===== config.mk =====
export PLATFORM = sky130hd
export DESIGN_NAME = seconds_display_counter_flat
export DESIGN_NICKNAME = d
export VERILOG_FILES = /design/src/rtl/seconds_display_counter_if.sv /design/src/rtl/seconds_display_counter.sv /design/src/flat_wrapper.sv
export SDC_FILE = /design/constraint.sdc
export NUM_CORES = 1
export LEC_CHECK = 0
export ABC_AREA = 1
export BUFFER_PORTS_ARGS = -buffer_cell sky130_fd_sc_hd__clkbuf_2
export CORE_ASPECT_RATIO = 0.5
export CORE_MARGIN = 5
export CORE_UTILIZATION = 58
export CTS_CLUSTER_DIAMETER = 150
export DETAILED_ROUTE_END_ITERATION = 7
export PLACE_DENSITY = 0.85
export SLEW_MARGIN = 10
export SYNTH_ARGS = -nofsm -noshare
export SYNTH_HDL_FRONTEND = slang
export SYNTH_SLANG_ARGS = --single-unit

===== constraint.sdc =====
create_clock -name clk_100M -period 1.8 [get_ports clk_100M]
set_input_delay 0.27 -clock clk_100M [delete_from_list [all_inputs] [get_ports clk_100M]]
set_output_delay 0.27 -clock clk_100M [all_outputs]
set_load 0.02 [all_outputs]

===== src/rtl/seconds_display_counter_if.sv =====
// Bundles the 1 Hz input, count controls and display outputs of seconds_display_counter.
// master drives the controls and observes the display; slave is the counter itself.
interface seconds_display_counter_if;
    logic        clk_1;
    logic        run;
    logic        clear;
    logic [15:0] count_bcd;
    logic        tick_1hz;
    logic        rollover;
    logic [6:0]  seg;
    logic [3:0]  an;
    logic        dp;

    modport master (
        output clk_1, run, clear,
        input  count_bcd, tick_1hz, rollover, seg, an, dp
    );

    modport slave (
        input  clk_1, run, clear,
        output count_bcd, tick_1hz, rollover, seg, an, dp
    );
endinterface


===== src/rtl/seconds_display_counter.sv =====
// MM:SS BCD counter enabled by a synchronised 1 Hz square wave, driving a
// 4-digit multiplexed active-low seven-segment display.
module seconds_display_counter #(
    parameter int REFRESH_DIV = 100_000
) (
    input  logic                      clk_100M,
    input  logic                      rst_n,
    seconds_display_counter_if.slave  bus
);

    localparam int CW = $clog2(REFRESH_DIV);
    localparam logic [CW-1:0] REFRESH_TERM = CW'(REFRESH_DIV - 1);
    // Per-digit maximum, packed in the same nibble order as count_bcd.
    localparam logic [15:0] DIGIT_MAX = 16'h5959;

    // ------------------------------------------------------------------
    // clk_1 synchroniser and rising-edge detector
    // ------------------------------------------------------------------
    logic s1_reg;
    logic s2_reg;
    logic s3_reg;
    logic tick;

    always_ff @(posedge clk_100M or negedge rst_n) begin
        if (!rst_n) begin
            s1_reg <= 1'b0;
            s2_reg <= 1'b0;
            s3_reg <= 1'b0;
        end else begin
            s1_reg <= bus.clk_1;
            s2_reg <= s1_reg;
            s3_reg <= s2_reg;
        end
    end

    assign tick = s2_reg & ~s3_reg;

    // ------------------------------------------------------------------
    // BCD count: one carry-chained stage per digit
    // ------------------------------------------------------------------
    logic [15:0] count_reg;
    logic [15:0] count_next;
    logic [4:0]  carry;
    logic        rollover_reg;
    logic        rollover_next;

    assign carry[0] = tick & bus.run;

    generate
        for (genvar gi = 0; gi < 4; gi++) begin : g_digit
            localparam logic [3:0] MAX = DIGIT_MAX[gi*4 +: 4];
            logic [3:0] digit;
            logic       at_max;

            assign digit           = count_reg[gi*4 +: 4];
            assign at_max          = (digit == MAX);
            assign carry[gi+1]     = carry[gi] & at_max;
            assign count_next[gi*4 +: 4] =
                bus.clear ? 4'd0 :
                !carry[gi] ? digit :
                at_max     ? 4'd0 : digit + 4'd1;
        end
    endgenerate

    // A carry out of the top digit is exactly the 59:59 -> 00:00 wrap.
    assign rollover_next = carry[4] & ~bus.clear;

    always_ff @(posedge clk_100M or negedge rst_n) begin
        if (!rst_n) begin
            count_reg    <= 16'h0000;
            rollover_reg <= 1'b0;
        end else begin
            count_reg    <= count_next;
            rollover_reg <= rollover_next;
        end
    end

    // ------------------------------------------------------------------
    // Free-running digit scan
    // ------------------------------------------------------------------
    logic [CW-1:0] refresh_cnt_reg;
    logic [CW-1:0] refresh_cnt_next;
    logic [1:0]    digit_sel_reg;
    logic [1:0]    digit_sel_next;

    always_comb begin
        refresh_cnt_next = refresh_cnt_reg + CW'(1);
        digit_sel_next   = digit_sel_reg;
        if (refresh_cnt_reg == REFRESH_TERM) begin
            refresh_cnt_next = '0;
            digit_sel_next   = digit_sel_reg + 2'd1;
        end
    end

    always_ff @(posedge clk_100M or negedge rst_n) begin
        if (!rst_n) begin
            refresh_cnt_reg <= '0;
            digit_sel_reg   <= 2'd0;
        end else begin
            refresh_cnt_reg <= refresh_cnt_next;
            digit_sel_reg   <= digit_sel_next;
        end
    end

    // ------------------------------------------------------------------
    // Display registers
    // ------------------------------------------------------------------
    function automatic logic [6:0] seg_decode(input logic [3:0] value);
        logic [6:0] code;
        case (value)
            4'd0:    code = 7'b1000000;
            4'd1:    code = 7'b1111001;
            4'd2:    code = 7'b0100100;
            4'd3:    code = 7'b0110000;
            4'd4:    code = 7'b0011001;
            4'd5:    code = 7'b0010010;
            4'd6:    code = 7'b0000010;
            4'd7:    code = 7'b1111000;
            4'd8:    code = 7'b0000000;
            4'd9:    code = 7'b0010000;
            default: code = 7'b1111111;
        endcase
        return code;
    endfunction

    logic [3:0] shown_digit;
    logic [6:0] seg_reg;
    logic [6:0] seg_next;
    logic [3:0] an_reg;
    logic [3:0] an_next;
    logic       dp_reg;
    logic       dp_next;

    always_comb begin
        shown_digit = count_reg[digit_sel_reg*4 +: 4];
        seg_next    = seg_decode(shown_digit);
        an_next     = ~(4'b0001 << digit_sel_reg);
        // The point after min_units forms the MM.SS separator.
        dp_next     = (digit_sel_reg != 2'd2);
    end

    always_ff @(posedge clk_100M or negedge rst_n) begin
        if (!rst_n) begin
            seg_reg <= 7'b1111111;
            an_reg  <= 4'b1111;
            dp_reg  <= 1'b1;
        end else begin
            seg_reg <= seg_next;
            an_reg  <= an_next;
            dp_reg  <= dp_next;
        end
    end

    assign bus.count_bcd = count_reg;
    assign bus.tick_1hz  = tick;
    assign bus.rollover  = rollover_reg;
    assign bus.seg       = seg_reg;
    assign bus.an        = an_reg;
    assign bus.dp        = dp_reg;

endmodule


===== src/flat_wrapper.sv =====
// flat-port wrapper written by rule: the top's interface ports become plain ports
module seconds_display_counter_flat 
#(
    parameter int REFRESH_DIV = 100_000
)
  (clk_100M, rst_n, bus_clk_1, bus_run, bus_clear, bus_count_bcd, bus_tick_1hz, bus_rollover, bus_seg, bus_an, bus_dp);
  seconds_display_counter_if bus_i ();
  input  logic clk_100M;
  input  logic rst_n;
  input wire logic [$bits(bus_i.clk_1)-1:0] bus_clk_1;
  input wire logic [$bits(bus_i.run)-1:0] bus_run;
  input wire logic [$bits(bus_i.clear)-1:0] bus_clear;
  output wire logic [$bits(bus_i.count_bcd)-1:0] bus_count_bcd;
  output wire logic [$bits(bus_i.tick_1hz)-1:0] bus_tick_1hz;
  output wire logic [$bits(bus_i.rollover)-1:0] bus_rollover;
  output wire logic [$bits(bus_i.seg)-1:0] bus_seg;
  output wire logic [$bits(bus_i.an)-1:0] bus_an;
  output wire logic [$bits(bus_i.dp)-1:0] bus_dp;
  assign bus_i.clk_1 = bus_clk_1;
  assign bus_i.run = bus_run;
  assign bus_i.clear = bus_clear;
  assign bus_count_bcd = bus_i.count_bcd;
  assign bus_tick_1hz = bus_i.tick_1hz;
  assign bus_rollover = bus_i.rollover;
  assign bus_seg = bus_i.seg;
  assign bus_an = bus_i.an;
  assign bus_dp = bus_i.dp;
  seconds_display_counter #(.REFRESH_DIV(REFRESH_DIV)) u_core (.clk_100M(clk_100M), .rst_n(rst_n), .bus(bus_i));
endmodule

==> qor.yml, run 1 <==
yosysSeqAreaShare: 0.441
place.gp.congestion: 0.878
syn_to_final_growth_pct: 12.4
cp.required_ns: 2.04
cp-start-kind: "flip-flop"
grt_overflow: 0
drt_iter0_markers: 60
cp_max_fo: 10
finalHoldViolCount: 0
syn_area_um2: 2870
htree_levels: 2
initial_utilization: 0.589
final-seq-area_um2: 1270
worst_pin_slew_ns: 0.612
max_stage_delay_ns: 0.50
async_flop_share: 1.00
multi_input_area_um2: 1400
grt_start_max_net_pins: 51
vias: 2402
relSlewSlack: 0.592
final_common_cell: "nand2_1"
synth_ff_type: "dfrtp_1"
fill_cells: 401
io_pins: 35
avgViaCountPerCell: 5.18
worstPathCellList: "inv_4 > nand2_1 > nand2_1 > nand2_1 > nand2_2 > inv_1 > ha_1 > nand3_1 > nand3_1 > nand2_1"
clk_latency_ns: 0.30
finalMaxSlewViolations: 0
port_buffers: 34
synth_cell_type_count: 28
coreArea_um2: 4860
die_h_um: 59.7
clock.fmax_mhz: 608
end_kind: "flip-flop"
core.rowCount: 18
hold_class: "input port to asynchronous set/reset pin"
antenna_found_initial: 0
insertedDiodeCount: 0
grt_pass1_vias: 2407
cts_made_buffers: 5
maxCapViolCount: 0
final.min_clock_period_ns: 1.64
slowest_stage: "dfrtp_2"
setup_tns_ns: 0
powerDensity_nw_per_um2: 636
setup_viol: 0
min_period_over_period: 0.913
clock-sinks: 50
post_drt_wl_per_cell_um: 12.8
synthSimpleGateAreaFrac: 0.345
cts_buffer_depth: 2
firstDrtPassIters: 5
clock-root-buffer: "clkbuf_8"
synth.avg_cell_area_um2: 8.17
drtAntennaViolNets: 0
final_layout_size_suffix_gt1_frac: 0.216
drt_wl_total_um: 5920
die_x_um: 109
crit_top_cell: "nand2_1"
synth_nets: 374
synth_fa_ha_area_frac: 0.0786
reg2regPathDepth: 10
post-route-drc-count: 0
leakage_nw: 1.68
ys_ff_latch: 50
die_area_um2: 6530
final_cell_mix: "nand2_1, nor2_1, inv_1"
path_clk_slew_ns: 0.08
post-dp-hpwl_um: 4470
status: "completed"
rsz0062_at_grt: "no"
yosys_warnings: 0
grt_pass1_wl_um: 10200
path_class: "flip-flop to flip-flop"
yosys-mux-area-fraction: 0
synth_compound_area_frac: 0.0227
cp.arrival_ns: 1.88
synth_xor_area_frac: 0.0428
cts_tree: "done"
nets: 416
total_power_w: 0.00205
synth_edf_count: 0
syn_inst: 351
largest_reg_flops: 17
synth_top_family_by_area: "simple AND/OR/NAND/NOR gates"
skew_ns: 0.00849
grt_use_total: 0.197
vdd_drop_max_uv: 315
layer usage:
metal	global-route usage	up-vias	wire, um
met5	0	-	0
met4	0.0657	0	68
met3	0.0421	8	246
met2	0.371	53	3240
met1	0.227	1162	2360
li1	-	1179	-
critical path: cells and delay by family (launching register included):
family | cells | cell delay, ns
DFF | 1 | 0.50
buffers and inverters | 2 | 0.22
and+or+nand+nor | 7 | 0.58
adders and majority gates | 1 | 0.30
path summary, 6_finish.rpt:
path,to,slack [ns],startpoint
max,u_core.bus.seg[3],0.16,u_core.digit_sel_reg[0]
min,u_core.s3_reg,0.06,rst_n
max reg2reg,u_core.bus.seg[3],0.16,u_core.digit_sel_reg[0]
min reg2reg,u_core.s2_reg,0.36,u_core.s1_reg
max in group asynchronous,u_core.digit_sel_reg[0],1.29,rst_n
min in group clk_100M,u_core.s1_reg,0.08,bus_clk_1
logic make-up after synthesis:
group                    after synthesis
AO/OA/AOI/OAI                         12
XOR/XNOR                              14
adder cells (fa/ha/maj)               18
buffers and inverters                 48
flip-flops                            50
AND/OR/NAND/NOR                      209
power breakdown:
group	total [W]	internal, W	leakage [nW]	switching, W
Clock	0.000659	0.000314	0.0455	0.000345
Sequential	0.00120	0.00116	0.631	0.0000414
Combinational	0.000193	0.0000642	1.00	0.000129
Total	0.00205	0.00153	1.68	0.000515
synth_stat cells, types with 3 or more instances:
cell type / n / area share
nand4_1: 4 / 0.0087
o21ai_0: 5 / 0.0087
inv_2: 4 / 0.0052
inv_1: 40 / 0.052
nand2_1: 96 / 0.13
nand2_4: 4 / 0.016
nor2_1: 43 / 0.056
nor3_1: 6 / 0.010
nor2_4: 3 / 0.012
ha_1: 18 / 0.079
dfstp_2: 11 / 0.10
xnor2_1: 5 / 0.015
nand3_2: 4 / 0.014
dfrtp_1: 39 / 0.34
nand3b_1: 3 / 0.0079
nor2_2: 4 / 0.0087
nand2_2: 6 / 0.013
xor2_1: 9 / 0.028
nand3_1: 34 / 0.059
o21ai_1: 3 / 0.0052
timing repair:
| item | CTS | global route |
|---|---|---|
| hold buffers | 0 | 0 |
| resized for setup | 0 | 2 |
| endpoints found under the setup margin | 0 | 3 |
| setup buffers | 0 | 0 |
metrics by stage:
| step | cell area (um2) | hold WS [ns] | utilization | std cells | worst slack, ns |
|---|---|---|---|---|---|
| 6_report | 3220 | 0.0608 | 0.662 | 464 | 0.157 |
| 5_1_grt | 3220 | 0.0592 | 0.662 | 464 | 0.0300 |
| 4_1_cts | 3220 | 0.0735 | 0.662 | 464 | 0.0887 |
| 3_5_place_dp | 3130 | 0.350 | 0.643 | 456 | 0.127 |
| 3_3_place_gp | 3130 | 0.335 | 0.643 | 456 | 0.239 |
| 2_1_floorplan | 2870 | -0.0256 | - | 351 | 0.363 |
layout make-up:
cell class                      count  area share
Timing Repair Buffer               38      0.0621
Inverter                           45      0.0548
Multi-Input combinational cell    253       0.435
Tap cell                           70      0.0272
Clock buffer                        8      0.0280
Sequential cell                    50       0.393
Power figures use the tool's default switching activity.
==> run 2, diff against run 1 <==
--- a/config.mk
+++ b/config.mk
@@ -7,7 +7,7 @@
 export LEC_CHECK = 0
 export ABC_AREA = 1
 export BUFFER_PORTS_ARGS = -buffer_cell sky130_fd_sc_hd__clkbuf_2
-export CORE_ASPECT_RATIO = 0.5
+export CORE_ASPECT_RATIO = 1.75
 export CORE_MARGIN = 5
 export CORE_UTILIZATION = 58
 export CTS_CLUSTER_DIAMETER = 150
==> qor.yml, run 2 (synthesis results as in run 1) <==
rsz0062_at_grt: "yes"  # was no
post_cts_resized: 0  # unchanged
final_common_cell: "nand2_1"  # unchanged
cts_made_buffers: 5  # unchanged
status: "completed"  # unchanged
post-dp-hpwl_um: 4520  # was 4470 um
clock-sinks: 50  # unchanged
insertedDiodeCount: 0  # unchanged
vdd_drop_max_uv: 490  # was 315 uV
finalMaxSlewViolations: 0  # unchanged
end_kind: "flip-flop"  # unchanged
fill_cells: 405  # was 401
path_class: "flip-flop to flip-flop"  # unchanged
clk_latency_ns: 0.30  # about the same
final_layout_size_suffix_gt1_frac: 0.215  # was 0.216
relSlewSlack: 0.676  # was 0.592
cp_max_fo: 10  # unchanged
powerDensity_nw_per_um2: 639  # was 636 nW/um2
setup_tns_ns: 0  # unchanged
cts_tree: "done"  # unchanged
initial_utilization: 0.586  # was 0.589
cp.required_ns: 2.05  # was 2.04 ns
port_buffers: 34  # unchanged
die_x_um: 63.1  # was 109 um
leakage_nw: 1.69  # was 1.68 nW
cp-start-kind: "flip-flop"  # unchanged
drt_wl_total_um: 5760  # was 5920 um
drtAntennaViolNets: 0  # unchanged
setup_viol: 0  # unchanged
grt_use_total: 0.189  # was 0.197
skew_ns: 0.00570  # was 0.00849 ns
cts_buffer_depth: 2  # unchanged
io_pins: 35  # unchanged
largest_reg_flops: 17  # unchanged
vias: 2381  # was 2,402
fin_hold_ws_ns: 0.0721  # was 0.0608 ns
coreArea_um2: 4890  # was 4860 um2
grt_start_max_net_pins: 34  # was 51
cp.arrival_ns: 1.88  # about the same
path_clk_slew_ns: 0.09  # was 0.08 ns
htree_levels: 2  # unchanged
min_period_over_period: 0.910  # was 0.913
antenna_found_initial: 0  # unchanged
final.min_clock_period_ns: 1.64  # about the same
firstDrtPassIters: 5  # unchanged
place.gp.congestion: 0.877  # was 0.878
worst_pin_slew_ns: 0.487  # was 0.612 ns
grt_pass1_wl_um: 10100  # was 10,200 um
final_cell_mix: "nand2_1, nor2_1, inv_1"  # unchanged
maxCapViolCount: 0  # unchanged
drt_iter0_markers: 73  # was 60
core.rowCount: 34  # was 18
post_drt_wl_per_cell_um: 12.8  # about the same
grt_overflow: 0  # unchanged
cts_setup_buffers: 0  # unchanged
grt_pass1_vias: 2409  # was 2,407
post-route-drc-count: 0  # unchanged
clock.fmax_mhz: 610  # was 608 MHz
syn_to_final_growth_pct: 12.4  # unchanged
hold_class: "input port to flip-flop"  # was input port to asynchronous set/reset pin
avgViaCountPerCell: 5.30  # was 5.18
nets: 417  # was 416
die_h_um: 103  # was 59.7 um
finalHoldViolCount: 0  # unchanged
clock-root-buffer: "clkbuf_8"  # unchanged
die_area_um2: 6500  # was 6530 um2
-- run 2: cell types whose count changed in the layout (fill, tap and decap cells not counted), sizes merged --
| cell | previous run | this run |
|---|---|---|
| clkbuf | 42 | 41 |
| dlygate4sd3 | 0 | 1 |
| clkinv | 1 | 2 |
-- run 2: per-stage QoR --
| stage | setup WS [ns] | power (W) | std cells | util | instance area [um2] |
|---|---|---|---|---|---|
| finish | 0.161 | 0.00206 | 449 | 0.659 | 3220 |
| global route | -0.0106 | 0.00214 | 449 | 0.659 | 3220 |
| CTS | 0.160 | 0.00207 | 449 | 0.659 | 3220 |
| detailed placement | 0.187 | 0.00141 | 440 | 0.638 | 3120 |
| global placement | 0.270 | 0.00140 | 440 | 0.638 | 3120 |
| floorplan | 0.363 | 0.00132 | 351 | - | 2870 |
-- run 2: worst max-delay path: stages (launching register included) --
cell and delay [ns]:
dfrtp_1 0.46, inv_2 0.17, nand2_1 0.07, nand2_1 0.06
nand2_1 0.06, nand2_2 0.10, inv_1 0.09, ha_1 0.32
nand3_1 0.10, nand3_1 0.08, nand2_1 0.08
-- run 2: area by class of cell --
| type | count | area [um2] | area share |
|---|---|---|---|
| Tap cell | 54 | 67.6 | 0.0210 |
| Timing Repair Buffer | 39 | 223 | 0.0691 |
| Inverter | 45 | 174 | 0.0540 |
| Clock buffer | 7 | 86.3 | 0.0268 |
| Sequential cell | 50 | 1260 | 0.393 |
| Clock inverter | 1 | 5.00 | 0.00155 |
| Multi-Input combinational cell | 253 | 1400 | 0.435 |
-- run 2: timing repair --
| action | 4_1_cts | 5_1_grt |
|---|---|---|
| endpoints found under the hold margin | 17 | 0 |
| hold buffers | 1 | 0 |
| setup endpoints to repair | 0 | 1 |
-- run 2: final timing paths --
kind	from	depth (start not counted)	slack, ns	end
setup / recovery	u_core.digit_sel_reg[0]	10	0.16	u_core.bus.seg[3]
hold / removal	bus_clk_1	1	0.07	u_core.s1_reg
setup reg to reg	u_core.digit_sel_reg[0]	10	0.16	u_core.bus.seg[3]
hold reg to reg	u_core.s1_reg	0	0.36	u_core.s2_reg
max in group asynchronous	rst_n	3	0.75	u_core.bus.seg[1]
min in group asynchronous	rst_n	2	0.44	u_core.refresh_cnt_reg[4]
-- run 2: layer usage --
| layer | wire, um | vias to the layer above | global-route usage |
|---|---|---|---|
| li1 | - | 1174 | - |
| met1 | 2100 | 1149 | 0.186 |
| met2 | 3370 | 45 | 0.375 |
| met3 | 150 | 13 | 0.0284 |
| met4 | 145 | 0 | 0.0931 |
| met5 | 0 | - | 0 |
-- run 2: report_power, final --
group	internal, W	switching (W)	leakage (nW)	total [W]
registers	0.00116	0.0000374	0.633	0.00119
logic	0.0000677	0.000125	1.01	0.000193
clock network	0.000311	0.000363	0.0482	0.000674
total	0.00153	0.000526	1.69	0.00206
